<file path="config.mk">
export PLATFORM = sky130hd
export DESIGN_NAME = perf_stat_sel
export DESIGN_NICKNAME = d
export VERILOG_FILES = /design/src/rtl/perf_stat_pkg.sv /design/src/rtl/perf_stat_sel_counter.sv /design/src/rtl/perf_stat_sel.sv
export SDC_FILE = /design/constraint.sdc
export NUM_CORES = 1
export LEC_CHECK = 0
export BUFFER_PORTS_ARGS = -buffer_cell sky130_fd_sc_hd__buf_2
export CORE_MARGIN = 1.5
export CORE_UTILIZATION = 43
export DETAILED_ROUTE_END_ITERATION = 16
export GPL_ROUTABILITY_DRIVEN = 0
export MAX_ROUTING_LAYER = met4
export SLEW_MARGIN = 20
export SYNTH_ARGS = -nofsm -noshare
export SYNTH_HDL_FRONTEND = slang
export SYNTH_SLANG_ARGS = --single-unit
</file>
<file path="constraint.sdc">
create_clock -name clk -period 8.8 [get_ports clk]
set_input_delay 1.32 -clock clk [delete_from_list [all_inputs] [get_ports clk]]
set_output_delay 1.32 -clock clk [all_outputs]
set_load 0.01 [all_outputs]
</file>
<file path="src/rtl/perf_stat_pkg.sv">
// Shared constants for the performance statistics selector: channel indices
// and display-select codes.
package perf_stat_pkg;

   localparam int unsigned SEL_W = 4;

   typedef logic [SEL_W-1:0] sel_t;

   localparam int unsigned CH_CYCLE        = 0;
   localparam int unsigned CH_JUMP         = 1;
   localparam int unsigned CH_BRANCH       = 2;
   localparam int unsigned CH_BRANCH_TAKEN = 3;
   localparam int unsigned CH_SYSCALL      = 4;

   localparam sel_t SEL_RAW = sel_t'(0);

   // Select code that shows counter channel k on the display.
   function automatic sel_t SEL_CH(input int unsigned k);
      return sel_t'(k + 1);
   endfunction

endpackage

</file>
<file path="src/rtl/perf_stat_sel_counter.sv">
// Single event counter with a sticky overflow flag; saturates or wraps
// depending on SAT_MODE. Clear takes priority over increment.
module stat_counter #(
   parameter int unsigned CNT_W    = 16,
   parameter bit          SAT_MODE = 1'b1
) (
   input  logic             clk,
   input  logic             reset,
   input  logic             inc,
   input  logic             clr,
   output logic [CNT_W-1:0] value,
   output logic             flag
);

   logic [CNT_W-1:0] value_q, value_d;
   logic             flag_q, flag_d;

   always_comb begin
      value_d = value_q;
      flag_d  = flag_q;
      if (clr) begin
         value_d = '0;
         flag_d  = 1'b0;
      end else if (inc) begin
         if (&value_q) begin
            // Overflow: hold at max when saturating, otherwise roll to zero.
            flag_d = 1'b1;
            if (!SAT_MODE) value_d = '0;
         end else begin
            value_d = value_q + CNT_W'(1);
         end
      end
   end

   always_ff @(posedge clk or posedge reset) begin
      if (reset) begin
         value_q <= '0;
         flag_q  <= 1'b0;
      end else begin
         value_q <= value_d;
         flag_q  <= flag_d;
      end
   end

   assign value = value_q;
   assign flag  = flag_q;

endmodule

</file>
<file path="src/rtl/perf_stat_sel.sv">
// Bank of event counters with a registered, freezable display mux that shows
// either raw pass-through data or one zero-extended counter.
module perf_stat_sel
   import perf_stat_pkg::*;
#(
   parameter int unsigned NUM_CH   = 5,
   parameter int unsigned CNT_W    = 16,
   parameter int unsigned DATA_W   = 32,
   parameter bit          SAT_MODE = 1'b1
) (
   input  logic              clk,
   input  logic              reset,
   input  logic              halt,
   input  logic [NUM_CH-1:0] ev,
   input  logic              clr,
   input  logic [SEL_W-1:0]  sel,
   input  logic              freeze,
   input  logic [DATA_W-1:0] raw_in,
   output logic [DATA_W-1:0] disp_out,
   output logic [NUM_CH-1:0] sat_flag,
   output logic              sel_err
);

   logic [CNT_W-1:0]  cnt_val [NUM_CH];
   logic [DATA_W-1:0] disp_out_q, disp_out_d;
   logic              sel_err_q, sel_err_d;

   for (genvar g = 0; g < NUM_CH; g++) begin : g_ch
      stat_counter #(
         .CNT_W    (CNT_W),
         .SAT_MODE (SAT_MODE)
      ) u_cnt (
         .clk   (clk),
         .reset (reset),
         .inc   (ev[g] & ~halt),
         .clr   (clr),
         .value (cnt_val[g]),
         .flag  (sat_flag[g])
      );
   end

   // Display mux samples pre-update counter values, so it lags a count by one edge.
   always_comb begin
      disp_out_d = disp_out_q;
      sel_err_d  = sel_err_q;
      if (!freeze) begin
         sel_err_d  = (sel > sel_t'(NUM_CH));
         disp_out_d = '0;
         if (sel == SEL_RAW) disp_out_d = raw_in;
         for (int unsigned k = 0; k < NUM_CH; k++) begin
            if (sel == SEL_CH(k)) disp_out_d = DATA_W'(cnt_val[k]);
         end
      end
   end

   always_ff @(posedge clk or posedge reset) begin
      if (reset) begin
         disp_out_q <= '0;
         sel_err_q  <= 1'b0;
      end else begin
         disp_out_q <= disp_out_d;
         sel_err_q  <= sel_err_d;
      end
   end

   assign disp_out = disp_out_q;
   assign sel_err  = sel_err_q;

endmodule

</file>
-- Yosys cells after proc, flatten, opt, wreduce, memory -nomap -nowiden
Index checks and enable logic that the tools add are counted.
- bits in registers: 118
- bits of input ports: 46
- output and inout bits: 38
- logic and storage cells: 96
- $add $sub $neg: 5
- order comparisons: 1
- eq/ne operators: 10
- multiplexer cells: 36
- bitwise gates (word level): 6
- reductions and logical operators: 26
- operators with widths (cell ; number):
    $mux W16 ; 15
    $mux W32 ; 6
    $add A16 B1 Y16 const B ; 5
    $reduce_and A16 Y1 ; 5
    $reduce_and A2 Y1 ; 10
    $reduce_bool A2 Y1 ; 10
    $mux W1 ; 15
    $ne A2 B2 Y1 const B ; 5
    $eq A4 B2 Y1 const B ; 2
    $eq A4 B3 Y1 const B ; 2
    $and A1 B1 Y1 ; 5
    $eq A4 B1 Y1 const B ; 1
    $gt A4 B3 Y1 const B ; 1
    $logic_not A4 Y1 ; 1
    $not A1 Y1 ; 1

-- Depth between registers and ports, before layout
Gate-level depths: netlist of run 1.
- depth after elaboration: 7
- depth in mapped cells: 7
- gate-level depth less buffers: 5

-- Modules after synthesis
A second synthesis of run 1 with hierarchy kept.
- cell total of the unflattened synthesis: 684
- area total of the unflattened synthesis: 6861.6 µm²
- by module, submodules not included (module ; instances ; cells an instance ; area each (µm²) ; seq. area each (µm²)):
    stat_counter ; 5 ; 104 ; 978.4 ; 425.4
    perf_stat_sel ; 1 ; 164 ; 1969.4 ; 825.8

-- Worst setup path before layout of run 1
No wires, ideal clock.
- path type: input to register
- from: in clr
- to: reg g_ch[1].u_cnt.value_q[7]
- setup time: 125 ps
- arrival: 2590 ps
- required time: 8675 ps
- path slack: 6086 ps
- cell stages on the path: 6
- path buffers: 2
- path through: clkbuf_1 inv_1 and2_1 clkbuf_1 a2111oi_0 mux2_2
- cells in the longest elaborated chain, start to end: 2
- elaborated cells on any way between the ends: 4
- classes of those cells: 1 x eq/ne; 1 x mux; 2 x reduce/logical
- RTL lines (item ; RTL line ; source):
    start, declared ; perf_stat_sel.sv:15 ; input logic clr,
    $ne A2 B2 Y1 (no source line) or $reduce_bool A2 Y1 (tied branches) ; -- ;
    $reduce_and A2 Y1 (no source line) ; -- ;
    end signal, assigned ; perf_stat_sel_counter.sv:40 ; value_q <= value_d;
    end, declared ; perf_stat_sel_counter.sv:15 ; logic [CNT_W-1:0] value_q, value_d;
Parallel ways exist; a longest one is shown, timed or not.
A chain may end at the register's enable or synchronous reset.

-- Worst setup path after layout of run 1
- from: in clr
- to: reg g_ch[3].u_cnt.value_q[7]
- cells in the longest elaborated chain, start to end: 2
- elaborated cells on any way between the ends: 4
- classes of those cells: 1 x eq/ne; 1 x mux; 2 x reduce/logical
- RTL lines (item ; RTL line):
    $ne A2 B2 Y1 (no source line) or $reduce_bool A2 Y1 (tied branches) ; --
    $reduce_and A2 Y1 (no source line) ; --
    end signal, assigned ; perf_stat_sel_counter.sv:40
    end, declared ; perf_stat_sel_counter.sv:15
Parallel ways exist; a longest one is shown, timed or not.

==> flow_summary_export.csv, run 1 <==
group,metric,value,unit
logic_synthesis,netlist_area,7000,µm²
logic_synthesis,most_area_consuming_cells_after_synthesis,"sky130_fd_sc_hd__dfrtp_1, sky130_fd_sc_hd__a21oi_1, sky130_fd_sc_hd__mux2i_1, sky130_fd_sc_hd__mux2_2, sky130_fd_sc_hd__or4_1",
route,route.final.wire_length,19900,µm
grt,pin_count_of_the_biggest_net_entering_global_routing,69,
worst_setup_path,required,9.14,ns
logic_synthesis,seq_area_frac_synth,42.2,%
flow_run,max-cap-violations,0,
clock_tree,clkSlewWorstSetupHoldPaths,0.05,ns
logic_synthesis,ys_types,65,
worst_setup_path,critPathLaunch,"clr",
clock_tree,post_cts_resize_count,0,
layout,drive_gt1_share,21.0,%
route,drc,0,
sta,transition_time_of_the_tightest_slew_check_pin,1.01,ns
route,ant_nets,0,
layout,num-nets-final,839,
logic_synthesis,synth-seq-cells,118,
layout,layout_common_cells,"sky130_fd_sc_hd__dfrtp_1, sky130_fd_sc_hd__buf_2, sky130_fd_sc_hd__a21oi_1, sky130_fd_sc_hd__nor2_1, sky130_fd_sc_hd__nand3_1",
sta,timing.setup.tns,0,ns
logic_synthesis,number_of_enable_type_register_cells_in_the_synthesized_netlist,0,
pwr,power_leakage,3.43,nW
route,viasPerCell,6.14,
sta,timing.final.hold_violations,0,
grt,global_route.usage.total,24.8,%
die,die-area,17000,µm²
sta,layout_min_cycle_time,3.10,ns
die,io_pins,84,
worst_setup_path,r2r-start,"g_ch[2].u_cnt.value[0]",
worst_setup_path,worstPathCellList,"buf_4, buf_4, o21ai_1, or4_1, a21oi_1",
route,per_cell_routed_wire_length,19.6,µm
layout,syn_to_final_growth,16.5,%
logic_synthesis,synth_area_leader_cell,"sky130_fd_sc_hd__dfrtp_1",
worst_setup_path,cp_common_cell,"sky130_fd_sc_hd__buf_4",
pwr,vdd_ir_drop_max,0.137,mV
grt,via_count_of_the_first_global_routing_pass,5707,
clock_tree,tritoncts_clock_tree,"built",
die,placeable_core_area,15900,µm²
worst_setup_path,critical_path.startpoint_type,"input pin",
clock_tree,clock_latency,0.42,ns
clock_tree,clock-sinks,118,
worst_setup_path,crit_type,"in -> reg",
die,std_cell_rows,46,
clock_tree,numCtsBuffers,17,
status,run_status,"finished clean",
route,drt_pass1_iterations,7,
logic_synthesis,dominantRegCellSynth,"sky130_fd_sc_hd__dfrtp_1",
die,die_h,131,µm
clock_tree,post-cts-setup-buffer-count,0,
logic_synthesis,synth.avg_cell_area,9.53,µm²
worst_setup_path,cell_with_the_largest_stage_delay_on_the_worst_path,"sky130_fd_sc_hd__buf_4",
grt,grt_pass1_wl,31100,µm
worst_setup_path,worstSetupEndpointType,"flip-flop",
sta,worst_clock_skew,0.00631,ns
sta,maxClockFrequency,0.323,GHz
clock_tree,holdBufCountCts,0,
sta,holdWs,0.484,ns
route,drt_iter0_markers,570,
sta,timing.slew.headroom,32.5,%
place,io_buffer_count,83,
logic_synthesis,synthesis.nets,785,
pwr,finalPower,1.44,mW
pwr,power.density,177,nW/µm²
route,via_count,6247,
logic_synthesis,synthCells,734,
clock_tree,ctsLongestPathBuffers,2,
sta,grt_setup_unrepaired,"no",
layout,post_layout_nonfiller_instances,1017,
sta,drv_slew,0,
place,dp_hpwl,14000,µm
worst_setup_path,worst-endpoint-arrival,3.43,ns
min_path,hold_start,"g_ch[0].u_cnt.flag",
clock_tree,ctsRootBufferMaster,"sky130_fd_sc_hd__clkbuf_16",
logic_synthesis,yosysWarningCount,0,
layout,insertedDiodeCount,0,
die,fp.dieW,131,µm
grt,grt.overflow.total,0,
worst_setup_path,max_stage_delay,0.62,ns
logic_synthesis,async_reset_ff_share,100,%
die,start_util,44.0,%
layout,utilization,51.3,%
place,placed_cells_incl_taps,985,
logic_synthesis,post-synth-top-area-fraction,42.2,%
sta,finalSetupViolCount,0,
clock_tree,htree_levels,4,
worst_setup_path,cpLargestDelayFamily,"buffers and inverters",
worst_setup_path,worst-path-max-fanout,58,
min_path,timing.hold.worst.class,"reg -> reg",
sta,final_min_period_over_clock_period,35.2,%
worst_setup_path,critical_path_buf_inv_count,2,
grt,grt_antenna_before_repair,0,
layout,final_common_cell,"sky130_fd_sc_hd__dfrtp_1",
logic make-up after synthesis:
logic type	Yosys count	synth area share, %
buffers and inverters	70	4.42
and+or+nand+nor	277	23.8
AOI/OAI and AO/OA	210	20.6
muxes	53	8.01
adders and majority gates	5	0.894
DFF	118	42.2
xor gates and xnor gates	1	0.125
path summary, 6_finish.rpt:
path                                                end  slack [ns]  cells after the start
worst max-delay path             g_ch[3].u_cnt.value[7]        5.70                      5
min in group asynchronous       g_ch[3].u_cnt.value[12]        1.01                      2
worst min-delay path                 g_ch[0].u_cnt.flag        0.48                      2
max in group asynchronous        g_ch[2].u_cnt.value[9]        6.47                      3
worst min register to register       g_ch[0].u_cnt.flag        0.48                      2
worst max register to register  g_ch[2].u_cnt.value[10]        6.47                      6
through the flow:
stage,setup slack (ns),area (µm²)
3_3_place_gp,5.35,7480
5_1_grt,5.52,8150
2_1_floorplan,4.35,7000
4_1_cts,5.68,8140
3_5_place_dp,5.25,7480
6_report,5.70,8150
sequential cells by signal, summed over array words and instances, names as in the netlist:
signal            flops
g_ch.u_cnt.value     80
disp_out             32
g_ch.u_cnt.flag       5
sel_err               1
where the power goes:
part           internal [mW]  switching [mW]  leakage [nW]
clock                  0.512           0.269         0.309
combinational         0.0356          0.0643          1.49
sequential             0.552          0.0102          1.63
Yosys cell counts (all sizes together), types with 3 or more instances:
cell     number
o21ai        25
a211oi        7
o41ai         7
mux2i        29
nor2b        25
nand4        21
dfrtp       118
nand2        29
or2           8
nor4         12
o31a          4
o31ai        24
nor4b         3
mux2         24
nor3          9
nor2         48
o21bai        3
and3         11
and2          3
o22ai         9
and4          7
nand2b       11
nand3b        3
buf          30
clkbuf       23
o2111ai       4
a221o        12
nand3        35
a21oi        68
o2bb2ai       4
or3          20
a2bb2oi       7
or4          26
inv          17
a22o         18
ha            5
a2111oi       7
o211ai        3
area by class of cell:
cell class	instances	area, µm²
Multi-Input combinational cell	546	3740
Tap cell	216	270
Fill cell	1454	7740
Sequential cell	118	2950
Clock buffer	18	439
Clock inverter	14	224
Timing Repair Buffer	88	455
Inverter	17	66.3
worst register-to-register path, cell delays in order (launching register included):
cell and delay [ns]:
sky130_fd_sc_hd__dfrtp_1 0.45, sky130_fd_sc_hd__ha_1 0.22, sky130_fd_sc_hd__nand3_2 0.18, sky130_fd_sc_hd__o41ai_2 0.84
sky130_fd_sc_hd__buf_4 0.31, sky130_fd_sc_hd__or4_1 0.12, sky130_fd_sc_hd__a21oi_1 0.06
routing by layer:
metal	part of all wire, %	up-vias	wire length (µm)	global-route usage [%]
met5	0	-	0	-
met4	3.0	0	589	10.4
met3	5.7	40	1140	4.23
met2	45	257	8970	37.1
met1	46	3012	9230	33.3
li1	-	2938	-	-
Note: power is estimated with default switching activity, not from simulation.
==> inputs of run 2 (changes only) <==
clock period = 3.05 ns   (was 8.8 ns; I/O delays follow)
==> run 2 against run 1 <==
  * Register-to-register slack worse by 5.6 ns
  * Global-route usage is 0.45 points higher
  * Final cell count is 0.69% higher
  * Clock skew is 0.0010 ns higher
  * Sequential cell count stayed put
  * Worst hold slack worse by 0.26 ns
  * Routed wire length is 0.22% higher
  * Via count is 0.16% higher
  * Sequential power grew to 2.9 times the previous value
  * Combinational power grew to 2.9 times the previous value
  * Sequential share of layout area hardly changed
  * Critical endpoint is now g_ch[4].u_cnt.value[6]
==> flow_summary_export.csv, run 2 (synthesis gave the netlist of run 1 again) <==
group,metric,value,unit
sta,worst_clock_skew,0.00731,ns
worst_setup_path,cpLargestDelayFamily,"simple AND/OR/NAND/NOR gates",
route,drt_iter0_markers,589,
grt,global_route.usage.total,25.2,%
worst_setup_path,critical_path_buf_inv_count,0,
clock_tree,clkSlewWorstSetupHoldPaths,0.06,ns
sta,timing.slew.headroom,36.4,%
layout,drive_gt1_share,21.3,%
worst_setup_path,critPathLaunch,"g_ch[4].u_cnt.value[0]",
place,dp_worst_setup_slack,0.728,ns
flow_run,max-cap-violations,0,
layout,layout_common_cells,"sky130_fd_sc_hd__dfrtp_1, sky130_fd_sc_hd__buf_2, sky130_fd_sc_hd__a21oi_1, sky130_fd_sc_hd__nor2_1, sky130_fd_sc_hd__nand3_1",
die,fp.dieW,131,µm
worst_setup_path,crit_path_end,"g_ch[4].u_cnt.value[6]",
layout,syn_to_final_growth,16.5,%
grt,grt_antenna_before_repair,0,
worst_setup_path,worst_r2r_path_cells,5,
pwr,power_leakage,3.44,nW
sta,maxClockFrequency,0.469,GHz
clock_tree,ctsLongestPathBuffers,2,
worst_setup_path,timing.critical_path.depth,5,
clock_tree,clock-sinks,118,
route,viasPerCell,6.11,
worst_setup_path,critical_path.startpoint_type,"flip-flop",
grt,grt.overflow.total,0,
clock_tree,post-cts-setup-buffer-count,0,
clock_tree,clock_latency,0.43,ns
sta,finalSetupViolCount,0,
route,drt_pass1_iterations,7,
worst_setup_path,cell_with_the_largest_stage_delay_on_the_worst_path,"sky130_fd_sc_hd__nor4_2",
place,dp_hpwl,14100,µm
grt,grt_pass1_wl,31700,µm
sta,layout_min_cycle_time,2.13,ns
layout,post_layout_nonfiller_instances,1024,
layout,largest_register_ffs,80,
sta,timing.setup.tns,0,ns
sta,final_min_period_over_clock_period,69.9,%
worst_setup_path,worstPathCellList,"ha_1, nand3_1, nor4_2, o21ai_0, a21oi_1",
die,die_h,131,µm
worst_setup_path,worst-endpoint-arrival,2.49,ns
die,die-area,17000,µm²
grt,via_count_of_the_first_global_routing_pass,5880,
die,std_cell_rows,46,
route,per_cell_routed_wire_length,19.5,µm
route,ant_nets,0,
worst_setup_path,max_stage_delay,0.83,ns
grt,pin_count_of_the_biggest_net_entering_global_routing,119,
clock_tree,post_cts_resize_count,0,
die,start_util,44.0,%
min_path,timing.hold.worst.class,"in -> async",
worst_setup_path,crit_type,"reg -> reg",
clock_tree,numCtsBuffers,17,
pwr,power.density,493,nW/µm²
worst_setup_path,ff2ff_setup_slack,0.92,ns
sta,drv_slew,0,
worst_setup_path,r2r_end,"g_ch[4].u_cnt.value[6]",
sta,grt_setup_unrepaired,"no",
route,route.final.wire_length,20000,µm
layout,num-nets-final,844,
place,placed_cells_incl_taps,990,
sta,transition_time_of_the_tightest_slew_check_pin,0.946,ns
clock_tree,holdBufCountCts,0,
sta,fin_ws,0.917,ns
worst_setup_path,worst-path-max-fanout,14,
route,via_count,6257,
layout,final_common_cell,"sky130_fd_sc_hd__dfrtp_1",
die,placeable_core_area,15900,µm²
worst_setup_path,r2r-start,"g_ch[4].u_cnt.value[0]",
clock_tree,htree_levels,4,
status,run_status,"finished clean",
die,io_pins,84,
place,io_buffer_count,83,
pwr,vdd_ir_drop_max,0.384,mV
worst_setup_path,worstSetupEndpointType,"flip-flop",
sta,timing.final.hold_violations,0,
worst_setup_path,required,3.41,ns
clock_tree,ctsRootBufferMaster,"sky130_fd_sc_hd__clkbuf_16",
clock_tree,tritoncts_clock_tree,"built",
route,drc,0,
==> run 2: changes by cell type in the layout (fill, tap and decap cells not counted), moves of 2 or more <==
cell                        before  now
sky130_fd_sc_hd__bufinv_16       5    3
sky130_fd_sc_hd__clkinv_2        0    2
sky130_fd_sc_hd__clkinv_4        3    5
sky130_fd_sc_hd__buf_4           6   10
sky130_fd_sc_hd__diode_2         0    2
==> run 2: how the worst min path moves through the flow <==
stage | startpoint | end | slack [ns]
6_report | reset | g_ch[3].u_cnt.value[14] | 0.22
5_1_grt | raw_in[19] | disp_out[19] | 0.22
4_1_cts | raw_in[19] | disp_out[19] | 0.23
2_1_floorplan | g_ch[0].u_cnt.flag | g_ch[0].u_cnt.flag | 0.46
3_5_place_dp | g_ch[4].u_cnt.flag | g_ch[4].u_cnt.flag | 0.48
3_3_place_gp | g_ch[3].u_cnt.flag | g_ch[3].u_cnt.flag | 0.48
==> run 2: layout make-up <==
class / count / area [µm²]
clock inverter: 14 / 176
antenna: 2 / 5.00
clock buffer: 18 / 439
inverter: 17 / 67.6
sequential: 118 / 2950
multi-input combinational: 546 / 3730
tap: 216 / 270
fill: 1532 / 7730
timing repair buffer: 93 / 505
==> run 2: layer usage <==
layer / share of wire (%) / routed length (µm) / track usage (%) / up-vias
met5: 0 / 0 / - / -
met4: 2.0 / 395 / 7.95 / 0
met3: 7.5 / 1510 / 6.68 / 28
met2: 46 / 9230 / 38.9 / 208
met1: 44 / 8850 / 32.5 / 3072
li1: - / - / - / 2949
==> run 2: where the power goes <==
| group | total, mW | internal, mW | switching, mW |
|---|---|---|---|
| combinational | 0.291 | 0.108 | 0.184 |
| clock | 2.10 | 1.31 | 0.788 |
| sequential | 1.63 | 1.59 | 0.0317 |
==> run 2: through the flow <==
step / power (mW) / utilization [%] / hold WS, ns / area (µm²)
6_report: 4.02 / 51.3 / 0.221 / 8150
5_1_grt: 4.16 / 51.3 / 0.220 / 8150
4_1_cts: 4.05 / 51.3 / 0.229 / 8150
3_5_place_dp: 1.94 / 47.4 / 0.484 / 7530
3_3_place_gp: 1.94 / 47.4 / 0.476 / 7530
2_1_floorplan: 1.83 / - / 0.464 / 7000
==> run 2: worst min-delay path: stages <==
cell                         delay, ns
sky130_fd_sc_hd__buf_2            0.11
sky130_fd_sc_hd__clkinvlp_4       0.07
sky130_fd_sc_hd__buf_12           0.47
